===== src/rtl/syndrome_decoder_if.sv =====
// syndrome_decoder_if: stream bundle for the (19,6) syndrome decoder.
//   in_valid / in_ready / in_code  : codeword channel into the decoder
//   out_valid / out_ready / out_*  : decoded result channel out of the decoder
// Modports:
//   slave  : the decoder's view (consumes codewords, produces results)
//   master : the environment's view (drives codewords, consumes results)
interface syndrome_decoder_if;
   logic        in_valid;
   logic        in_ready;
   logic [18:0] in_code;
   logic        out_valid;
   logic        out_ready;
   logic [5:0]  out_data;
   logic        out_corrected;
   logic        out_uncorrectable;
   logic [4:0]  out_err_pos;

   modport slave (
      input  in_valid, in_code, out_ready,
      output in_ready, out_valid, out_data, out_corrected, out_uncorrectable, out_err_pos
   );

   modport master (
      output in_valid, in_code, out_ready,
      input  in_ready, out_valid, out_data, out_corrected, out_uncorrectable, out_err_pos
   );
endinterface


===== src/rtl/syndrome_decoder.sv =====
// syndrome_decoder: two-stage (19,6) systematic block decoder.
//   S1 registers the received codeword and its 13-bit syndrome, S2 registers
//   the corrected data plus error flags. Single-bit errors (data or parity)
//   are corrected; any other nonzero syndrome is flagged uncorrectable.
// Ports:
//   clk, reset          : clock, synchronous active-high reset
//   bus (slave)         : codeword in / result out valid-ready streams
//   cnt_clear           : synchronous clear of both statistics counters
//   cnt_corrected       : saturating count of delivered corrected words
//   cnt_uncorrectable   : saturating count of delivered uncorrectable words
module syndrome_decoder #(
   parameter int CNT_W = 16
) (
   input  logic             clk,
   input  logic             reset,
   syndrome_decoder_if.slave bus,
   input  logic             cnt_clear,
   output logic [CNT_W-1:0] cnt_corrected,
   output logic [CNT_W-1:0] cnt_uncorrectable
);

   // Parity bits p18..p6 packed as [12:0] for data word d.
   function automatic logic [12:0] calc_par(input logic [5:0] d);
      logic [12:0] p;
      p[0]  = d[0] ^ d[1] ^ d[4] ^ d[5];
      p[1]  = d[4] ^ d[5];
      p[2]  = d[2] ^ d[3] ^ d[5];
      p[3]  = d[0] ^ d[3] ^ d[4];
      p[4]  = d[1] ^ d[3] ^ d[4] ^ d[5];
      p[5]  = d[2] ^ d[4];
      p[6]  = d[0] ^ d[1] ^ d[5];
      p[7]  = d[0] ^ d[1] ^ d[4] ^ d[5];
      p[8]  = d[0] ^ d[3];
      p[9]  = d[2] ^ d[4];
      p[10] = d[1] ^ d[3] ^ d[4];
      p[11] = d[1] ^ d[2] ^ d[4] ^ d[5];
      p[12] = d[1] ^ d[2] ^ d[3];
      return p;
   endfunction

   // Syndrome produced by a lone error in codeword bit i. The code is linear,
   // so a data-bit column is just the parity of the matching one-hot word.
   function automatic logic [12:0] col_of(input int i);
      logic [5:0]  d;
      logic [12:0] c;
      d = '0;
      c = '0;
      if (i < 6) begin
         d[i] = 1'b1;
         c    = calc_par(d);
      end else begin
         c[i-6] = 1'b1;
      end
      return c;
   endfunction

   logic        s1_valid, s2_valid;
   logic [18:0] s1_code;
   logic [12:0] s1_syn;
   logic        in_fire, s1_adv, out_fire, s2_ready;

   logic [5:0]  dec_data;
   logic        dec_corr, dec_unc;
   logic [4:0]  dec_pos;

   logic [5:0]  r_data;
   logic        r_corr, r_unc;
   logic [4:0]  r_pos;

   assign out_fire     = s2_valid & bus.out_ready;
   assign s2_ready     = ~s2_valid | bus.out_ready;
   assign s1_adv       = s1_valid & s2_ready;
   // Ready looks through a full S1 that is about to move on: no bubble.
   assign bus.in_ready = ~s1_valid | s1_adv;
   assign in_fire      = bus.in_valid & bus.in_ready;

   // Stage 1: capture codeword and syndrome only on an accepted transfer.
   always_ff @(posedge clk) begin
      if (reset) begin
         s1_valid <= 1'b0;
         s1_code  <= '0;
         s1_syn   <= '0;
      end else begin
         if (in_fire) begin
            s1_code <= bus.in_code;
            s1_syn  <= bus.in_code[18:6] ^ calc_par(bus.in_code[5:0]);
         end
         if (in_fire)     s1_valid <= 1'b1;
         else if (s1_adv) s1_valid <= 1'b0;
      end
   end

   // Column match; columns are all distinct so at most one hit.
   always_comb begin
      dec_data = s1_code[5:0];
      dec_corr = 1'b0;
      dec_unc  = 1'b0;
      dec_pos  = 5'd31;
      if (s1_syn != '0) begin
         for (int i = 0; i < 19; i++) begin
            if (s1_syn == col_of(i)) begin
               dec_corr = 1'b1;
               dec_pos  = 5'(i);
            end
         end
         if (!dec_corr)
            dec_unc = 1'b1;
         else if (dec_pos < 5'd6)
            dec_data[dec_pos[2:0]] = ~s1_code[dec_pos[2:0]];
      end
   end

   // Stage 2: result register, held while the consumer stalls.
   always_ff @(posedge clk) begin
      if (reset) begin
         s2_valid <= 1'b0;
         r_data   <= '0;
         r_corr   <= 1'b0;
         r_unc    <= 1'b0;
         r_pos    <= 5'd31;
      end else begin
         if (s1_adv) begin
            r_data <= dec_data;
            r_corr <= dec_corr;
            r_unc  <= dec_unc;
            r_pos  <= dec_pos;
         end
         if (s1_adv)        s2_valid <= 1'b1;
         else if (out_fire) s2_valid <= 1'b0;
      end
   end

   assign bus.out_valid         = s2_valid;
   assign bus.out_data          = r_data;
   assign bus.out_corrected     = r_corr;
   assign bus.out_uncorrectable = r_unc;
   assign bus.out_err_pos       = r_pos;

   // Statistics count delivered words only; clear beats a same-cycle bump.
   always_ff @(posedge clk) begin
      if (reset || cnt_clear) begin
         cnt_corrected     <= '0;
         cnt_uncorrectable <= '0;
      end else if (out_fire) begin
         if (r_corr && !(&cnt_corrected))
            cnt_corrected <= cnt_corrected + 1'b1;
         if (r_unc && !(&cnt_uncorrectable))
            cnt_uncorrectable <= cnt_uncorrectable + 1'b1;
      end
   end

endmodule

===== src/flat_wrapper.sv =====
// flat-port wrapper written by rule: the top's interface ports become plain ports
module syndrome_decoder_flat 
#(
   parameter int CNT_W = 16
)
  (clk, reset, cnt_clear, cnt_corrected, cnt_uncorrectable, bus_in_valid, bus_in_code, bus_out_ready, bus_in_ready, bus_out_valid, bus_out_data, bus_out_corrected, bus_out_uncorrectable, bus_out_err_pos);
  syndrome_decoder_if bus_i ();
  input  logic clk;
  input  logic reset;
  input  logic cnt_clear;
  output logic [CNT_W-1:0] cnt_corrected;
  output logic [CNT_W-1:0] cnt_uncorrectable;
  input wire logic [$bits(bus_i.in_valid)-1:0] bus_in_valid;
  input wire logic [$bits(bus_i.in_code)-1:0] bus_in_code;
  input wire logic [$bits(bus_i.out_ready)-1:0] bus_out_ready;
  output wire logic [$bits(bus_i.in_ready)-1:0] bus_in_ready;
  output wire logic [$bits(bus_i.out_valid)-1:0] bus_out_valid;
  output wire logic [$bits(bus_i.out_data)-1:0] bus_out_data;
  output wire logic [$bits(bus_i.out_corrected)-1:0] bus_out_corrected;
  output wire logic [$bits(bus_i.out_uncorrectable)-1:0] bus_out_uncorrectable;
  output wire logic [$bits(bus_i.out_err_pos)-1:0] bus_out_err_pos;
  assign bus_i.in_valid = bus_in_valid;
  assign bus_i.in_code = bus_in_code;
  assign bus_i.out_ready = bus_out_ready;
  assign bus_in_ready = bus_i.in_ready;
  assign bus_out_valid = bus_i.out_valid;
  assign bus_out_data = bus_i.out_data;
  assign bus_out_corrected = bus_i.out_corrected;
  assign bus_out_uncorrectable = bus_i.out_uncorrectable;
  assign bus_out_err_pos = bus_i.out_err_pos;
  syndrome_decoder #(.CNT_W(CNT_W)) u_core (.clk(clk), .reset(reset), .bus(bus_i), .cnt_clear(cnt_clear), .cnt_corrected(cnt_corrected), .cnt_uncorrectable(cnt_uncorrectable));
endmodule

===== config.mk =====
export PLATFORM = sky130hd
export DESIGN_NAME = syndrome_decoder_flat
export DESIGN_NICKNAME = d
export VERILOG_FILES = /design/src/rtl/syndrome_decoder_if.sv /design/src/rtl/syndrome_decoder.sv /design/src/flat_wrapper.sv
export SDC_FILE = /design/constraint.sdc
export NUM_CORES = 1
export LEC_CHECK = 0
export CORE_ASPECT_RATIO = 1.75
export CORE_UTILIZATION = 45
export CTS_CLUSTER_SIZE = 14
export DETAILED_ROUTE_END_ITERATION = 10
export DONT_BUFFER_PORTS = 1
export PLACE_DENSITY = 0.62
export SLEW_MARGIN = 20
export SYNTH_ARGS = -nofsm -noshare
export SYNTH_HDL_FRONTEND = slang
export SYNTH_SLANG_ARGS = --single-unit
export TNS_END_PERCENT = 30

===== constraint.sdc =====
create_clock -name clk -period 6.6 [get_ports clk]
set_input_delay 1.32 -clock clk [delete_from_list [all_inputs] [get_ports clk]]
set_output_delay 1.32 -clock clk [all_outputs]
set_load 0.005 [all_outputs]

Word level (Yosys, flattened, before mapping)
Index checks and enable logic that the tools add are counted.
W data, S select, Z words.

storage, ports and cells
  register bits = 68
  output and inout port bits = 47
  word-level logic and storage cells = 137

cells by class
  add/subtract/negate cells = 2
  $lt $le $gt $ge = 4
  equality and inequality tests = 19
  multiplexer cells = 63
  bitwise logic cells = 26
  reduce and logical (&&, ||, !) cells = 13

operators by type and width
  cell                     number
  $mux W5                  21
  $eq A13 B13 Y1           7
  $mux W13                 6
  $add A16 B1 Y16 const B  2
  $reduce_and A16 Y1       2
  $mux W1                  30
  $mux W6                  3
  $xor A1 B1 Y1            17
  $eq A13 B1 Y1            1
  $eq A13 B10 Y1           1
  $eq A13 B11 Y1           1
  $eq A13 B12 Y1           1
  $eq A13 B2 Y1            1
  $eq A13 B3 Y1            1
  $eq A13 B4 Y1            1
  $eq A13 B5 Y1            1
  $eq A13 B6 Y1            1
  $eq A13 B7 Y1            1
  $eq A13 B8 Y1            1
  $eq A13 B9 Y1            1
  $reduce_bool A13 Y1      1
  $xor A13 B13 Y13         1
  $bwmux W6                1
  $lt A3 B6 Y1 const B     1
  13 further kinds         23

Longest topological paths before layout
Gate-level depths: netlist of run 1.

  depth in word-level cells = 31
  depth in mapped cells = 10
  gate-level depth less buffers = 9

Worst setup path before layout of run 1
No wires, ideal clock.

  kind = input-to-output
  from = input bus_out_ready
  to = output bus_in_ready
  arrival time = 1.642 ns
  data required time = 5.280 ns
  path slack = 3.638 ns
  cell stages on the path = 2
  buffers on the path = 0
  cell sequence = nor2b_1 nand2_1

on the way
  cells in the longest elaborated chain, start to end = 3

RTL lines
  item                line                    RTL
  start: declaration  flat_wrapper.sv:15      input wire logic [$bits(bus_i.out_ready)-1:0] bus_out_ready;
  $or A1 B1 Y1        syndrome_decoder.sv:71  assign s2_ready = ~s2_valid | bus.out_ready;
  $and A1 B1 Y1       syndrome_decoder.sv:72  assign s1_adv = s1_valid & s2_ready;
  $or A1 B1 Y1        syndrome_decoder.sv:74  assign bus.in_ready = ~s1_valid | s1_adv;
  end: declaration    flat_wrapper.sv:16      output wire logic [$bits(bus_i.in_ready)-1:0] bus_in_ready;

Every way passes these cells.

Final worst setup path of run 1
Ends and elaborated chain as after synthesis.

==> impl_metrics.csv, run 1 <==
group,metric,value,unit
status,status,"finished clean",
sta,max_slew_margin,40.32,%
sta,final_max_slew_viol_count,0,
clocking,cts_buffer_depth,2,
global_routing,gr-total-overflow,0,
die,core,0.008258,mm²
clocking,clk_latency,0.33,ns
synth,synth-main-ff-cell,"dfxtp_1",
setup_path,r2r_setup_slack,3.81,ns
worst_hold_path,min_path_type,"flop to flop",
final_layout,nets,481,
clocking,clkTransAtPathRegs,0.05,ns
clocking,cts_buffers,9,
synth,synth_seq_cells,68,
final_layout,final-instance-count-excl-fill,552,
die,num_rows,44,
routing,drc,0,
synth,synth_edf_count,0,
setup_path,path_class,"input pin to output port",
sta,fin_hold_ws,0.4472,ns
clocking,cts_tree,"done",
setup_path,critPathBufInv,0,
clocking,hold_buffers,0,
routing,vias,3372,
sta,period_minus_slack,3.024,ns
setup_path,crit_family,"simple AND/OR/NAND/NOR gates",
clocking,h-tree-depth,3,
setup_path,worstPathArrival,1.70,ns
setup_path,slowest_stage,"nor2b_1",
die,fp.dieW,71.64,µm
global_routing,grt_max_degree,33,
clocking,post_cts_resized,0,
synth,synth_area,0.003819,mm²
sta,tightest_slew,0.8870,ns
synth,yosysTopAreaCell,"dfxtp_1",
setup_path,worst_setup_path_start_kind,"input pin",
clocking,clkSinkCount,68,
power,p_leak,1.458,nW
global_routing,grt_pass1_wl,15910,µm
sta,finalCritPeriodShare,45.81,%
run,max_cap_violations,0,
global_routing,first_global_vias,3206,
synth,ys_seq_area_share,35.65,%
place,placed_area,0.003792,mm²
global_routing,grt_antenna_before_repair,0,
setup_path,slowest_delay,0.23,ns
synth,synth_nets,503,
setup_path,crit_required,5.28,ns
synth,synth_area_leaders,"dfxtp_1 (36%), xor2_1 (7.6%), nand2_1 (6.7%)",
final_layout,areaGrowthSynthToFinish,7.634,%
synth,synth_cell_type_count,52,
place,placed_cells,536,
sta,setup_viol,0,
die,die_area,0.008873,mm²
clocking,cts-root-buf,"clkbuf_16",
final_layout,insertedDiodeCount,0,
synth,syn_area_per_cell,8.006,µm²
sta,clock.fmax,330.7,MHz
die,die_h,123.9,µm
setup_path,cp_max_fo,5,
power,power.density,272.2,mW/mm²
routing,drt_iter0_drc,264,
synth,ys.warnings.count,0,
sta,rsz0062_at_grt,"false",
power,vdd_drop_max,0.0001382,V
global_routing,track_usage,23.43,%
routing,drt_wl_total,9907,µm
routing,wl_per_cell,17.95,µm
synth,synthArstFlopShare,0,%
sta,setup_tns,0,ns
final_layout,n_fill_cell,822,
final_layout,layout_common_cells,"nand2_1 (68), dfxtp_1 (68), nor2_1 (45)",
place,io_buffers,0,
place,place_hpwl,7481,µm
sta,skew,0.009012,ns
routing,via_per_inst,6.109,
die,io_pins,71,
sta,hold_viol_final,0,
final_layout,layout-drive-gt1-share,6.957,%
final_layout,final_cell_area,0.004110,mm²
setup_path,crit_path_end_kind,"output port",
setup_path,crit_chain,"nor2b_1 > nand2_1",
place,gp_congestion,0.8931,
die,start_util,46.24,%
synth,syn_inst,477,
synth,synth.top_cell.area_share,35.65,%
routing,ant_nets,0,
clocking,post_cts_buffers,0,
routing,dr.pass1.iters,4,
[worst register-to-register path, stage by stage (launching register included)]
cell and delay (ns):
dfxtp_1 0.60, and4bb_2 0.33, and4b_1 0.22, o21ai_0 0.19, nor4b_1 0.35, mux4_2 0.55, nand2_1 0.11, o21ai_2 0.12
o31ai_2 0.25
[synthesized netlist by cell type (3+ instances only)]
cell,n
nor4b_1,4
nor4_1,12
o21ai_0,22
buf_2,7
mux2i_1,4
or2_2,3
a211oi_1,4
nor3_1,7
and4_1,10
o31ai_2,3
inv_1,6
a21oi_1,32
a31oi_1,6
and2_1,4
xor2_1,33
nand2_1,68
nand2b_1,3
and3_1,8
clkbuf_1,23
nor2_1,45
or3_1,9
dfxtp_1,68
nand4_1,18
nand3_1,14
xnor2_1,26
nor2b_1,4
[state kept, by name (all words and copies together), names as in the netlist]
name and count:
u_core.cnt_uncorrectable 16, u_core.bus.out_err_pos 5, u_core.bus.out_corrected 1, u_core.s1_code 8, u_core.cnt_corrected 16, u_core.s1_valid 1
u_core.bus.out_uncorrectable 1, u_core.s1_syn 13, u_core.bus.out_valid 1, u_core.bus.out_data 6
[stage by stage]
stage | power [mW] | worst slack, ns | utilization [%]
final | 1.119 | 3.576 | 49.77
after global routing | 1.162 | 3.541 | 49.77
after CTS | 1.124 | 3.582 | 49.77
after detailed placement | 0.6171 | 3.540 | 45.92
after global placement | 0.6138 | 3.589 | 45.92
after floorplan | 0.5906 | 3.638 | -
[final cells by class]
cell class,count,area (µm²),share of cell area [%]
Clock buffer,11,242.7,5.906
Clock inverter,5,75.07,1.826
Inverter,6,22.52,0.5479
Multi-Input combinational cell,370,2293,55.80
Sequential cell,68,1361,33.12
Tap cell,92,115.1,2.801
[power by group]
part           internal [mW]  total [mW]  switching (mW)  leakage, nW
combinational         0.0634       0.144          0.0810        0.745
sequential             0.427       0.465          0.0382        0.554
clock                  0.339       0.509           0.171        0.159
total                  0.829        1.12           0.290         1.46
[final timing paths]
path,startpoint,endpoint,cells after the start
setup / recovery,bus_out_ready,bus_in_ready,2
hold / removal,u_core.s1_code[7],u_core.s1_code[7],2
setup reg to reg,u_core.s1_syn[10],u_core.bus.out_data[1],8
hold reg to reg,u_core.s1_code[7],u_core.s1_code[7],2
[layer usage]
metal / vias up / GRT usage (%) / routed length, µm
met4: 0 / 16.30 / 498
met1: 1602 / 23.13 / 3537
met2: 95 / 42.98 / 5444
met5: - / 0 / 0
met3: 33 / 4.854 / 426
li1: 1642 / - / -
[kinds of logic after synthesis]
kind of cell             after synthesis  synth area share (%)
adder cells (fa/ha/maj)                2                0.6552
buffers and inverters                 39                 4.292
AO/OA/AOI/OAI                         78                 12.52
flip-flops                            68                 35.65
XOR/XNOR                              59                 13.53
multiplexers                           6                 1.933
AND/OR/NAND/NOR                      225                 31.42
Power figures use the tool's default switching activity.
==> inputs of run 2 (changes only) <==
--- a/config.mk
+++ b/config.mk
@@ -10,7 +10,7 @@
 export CTS_CLUSTER_SIZE = 14
 export DETAILED_ROUTE_END_ITERATION = 10
 export DONT_BUFFER_PORTS = 1
-export PLACE_DENSITY = 0.62
+export PLACE_DENSITY = 0.64
 export SLEW_MARGIN = 20
 export SYNTH_ARGS = -nofsm -noshare
 export SYNTH_HDL_FRONTEND = slang
==> constraint.sdc (replaced) <==
create_clock -name clk -period 2.56 [get_ports clk]
set_input_delay 0.512 -clock clk [delete_from_list [all_inputs] [get_ports clk]]
set_output_delay 0.512 -clock clk [all_outputs]
set_load 0.005 [all_outputs]
==> impl_metrics.csv, run 2 (synthesis results as in run 1) <==
group,metric,value,unit
status,status,"finished clean",
global_routing,first_global_vias,3350,
setup_path,critPathBufInv,0,
setup_path,r2r_cells,8,
die,fp.dieW,71.64,µm
setup_path,worstPathArrival,2.74,ns
die,core,0.008258,mm²
place,io_buffers,0,
sta,tightest_slew,0.8008,ns
sta,hold_viol_final,0,
setup_path,cp_max_fo,9,
final_layout,final_common_cell,"nand2_1",
sta,max_slew_margin,46.61,%
die,die_area,0.008873,mm²
routing,ant_nets,0,
clocking,cts_tree,"done",
setup_path,crit_family,"simple AND/OR/NAND/NOR gates",
die,io_pins,71,
setup_path,timing.critical_path.mode_cell,"nor4_4",
setup_path,slowest_stage,"nor4_2",
sta,clock.fmax,394.4,MHz
sta,setup_tns,0,ns
routing,dr.pass1.iters,5,
clocking,cts-root-buf,"clkbuf_16",
die,die_h,123.9,µm
power,power.density,706.2,mW/mm²
power,power,3.153,mW
power,vdd_drop_max,0.0004695,V
sta,fin_hold_ws,0.2448,ns
global_routing,track_usage,24.48,%
clocking,post_cts_buffers,0,
routing,drt_iter0_drc,351,
worst_hold_path,min_path_cells,1,
final_layout,insertedDiodeCount,0,
clocking,cts_buffers,9,
sta,rsz0062_at_grt,"true",
routing,drt_wl_total,10670,µm
setup_path,path_class,"flop to flop",
final_layout,layout_common_cells,"nand2_1 (68), dfxtp_1 (60), nor2_1 (45)",
clocking,cts_buffer_depth,2,
global_routing,gr-total-overflow,0,
setup_path,slowest_delay,0.42,ns
setup_path,crit_required,2.76,ns
clocking,clk_latency,0.33,ns
die,num_rows,44,
sta,setup_viol,0,
final_layout,areaGrowthSynthToFinish,16.91,%
global_routing,grt_antenna_before_repair,0,
sta,final_max_slew_viol_count,0,
routing,vias,3538,
worst_hold_path,min_path_type,"input pin to flop",
setup_path,crit_chain,"nor4_4 > nand3_2 > nor4_2 > nor4_4 > mux2i_1 > mux2_2 > o21ai_2 > o21ai_0",
sta,finalCritPeriodShare,99.05,%
setup_path,worst_setup_path_start_kind,"flop",
final_layout,n_fill_cell,789,
place,place_hpwl,8015,µm
place,placed_cells,564,
global_routing,grt_max_degree,33,
final_layout,layout-drive-gt1-share,15.57,%
final_layout,final-instance-count-excl-fill,580,
clocking,h-tree-depth,3,
final_layout,nets,509,
setup_path,crit_path_end_kind,"flop",
die,start_util,46.24,%
final_layout,reg.largest.list,"u_core.cnt_corrected x16, u_core.cnt_uncorrectable x16, u_core.s1_syn x13",
routing,wl_per_cell,18.40,µm
run,max_cap_violations,0,
global_routing,grt_pass1_wl,16530,µm
clocking,clkSinkCount,68,
place,gp_congestion,0.9456,
setup_path,cp.depth,8,
routing,via_per_inst,6.100,
sta,skew,0.007111,ns
routing,drc,0,
final_layout,final_core_util,54.06,%
clocking,clkTransAtPathRegs,0.06,ns
power,p_leak,1.656,nW
sta,period_minus_slack,2.536,ns
run 2: path summary, 6_finish.rpt:
path / slack [ns] / end / from
max: 0.02 / u_core.bus.out_data[5] / u_core.s1_syn[0]
min: 0.24 / u_core.bus.out_uncorrectable / reset
max reg2reg: 0.02 / u_core.bus.out_data[5] / u_core.s1_syn[0]
min reg2reg: 0.46 / u_core.s1_code[7] / u_core.s1_code[7]
run 2: area by class of cell:
type / count / area, µm² / area share [%]
clock inverters: 5 / 106.4 / 2.382
inverters: 6 / 22.52 / 0.5045
clock buffers: 11 / 252.7 / 5.661
flip-flops and latches: 68 / 1371 / 30.72
repair buffers: 28 / 222.7 / 4.989
multi-input cells: 370 / 2374 / 53.17
well taps: 92 / 115.1 / 2.578
run 2: stage by stage:
step / instance area (µm²) / worst slack, ns
6_report: 4464 / 0.02437
5_1_grt: 4464 / -0.04578
4_1_cts: 4383 / 0.01857
3_5_place_dp: 4015 / -0.06211
3_3_place_gp: 4015 / 0.006086
2_1_floorplan: 3819 / 0.2521
run 2: repair_timing:
action,CTS,global route
hold endpoints to repair,0,0
gates resized for setup,3,17
hold buffers,0,0
setup endpoints to repair,4,5
run 2: power breakdown:
group          switching, mW  total, mW  internal [mW]
sequential            0.0745       1.18           1.10
clock                  0.470       1.48           1.01
combinational          0.275      0.498          0.222
run 2: per-layer routing:
layer  GRT usage (%)  part of all wire (%)  vias to the layer above
met4           15.56                   5.3                        0
met2           45.64                    55                      126
met3           6.068                   4.6                       41
li1                -                     -                     1694
met1           23.53                    35                     1677
met5               0                     0                        -
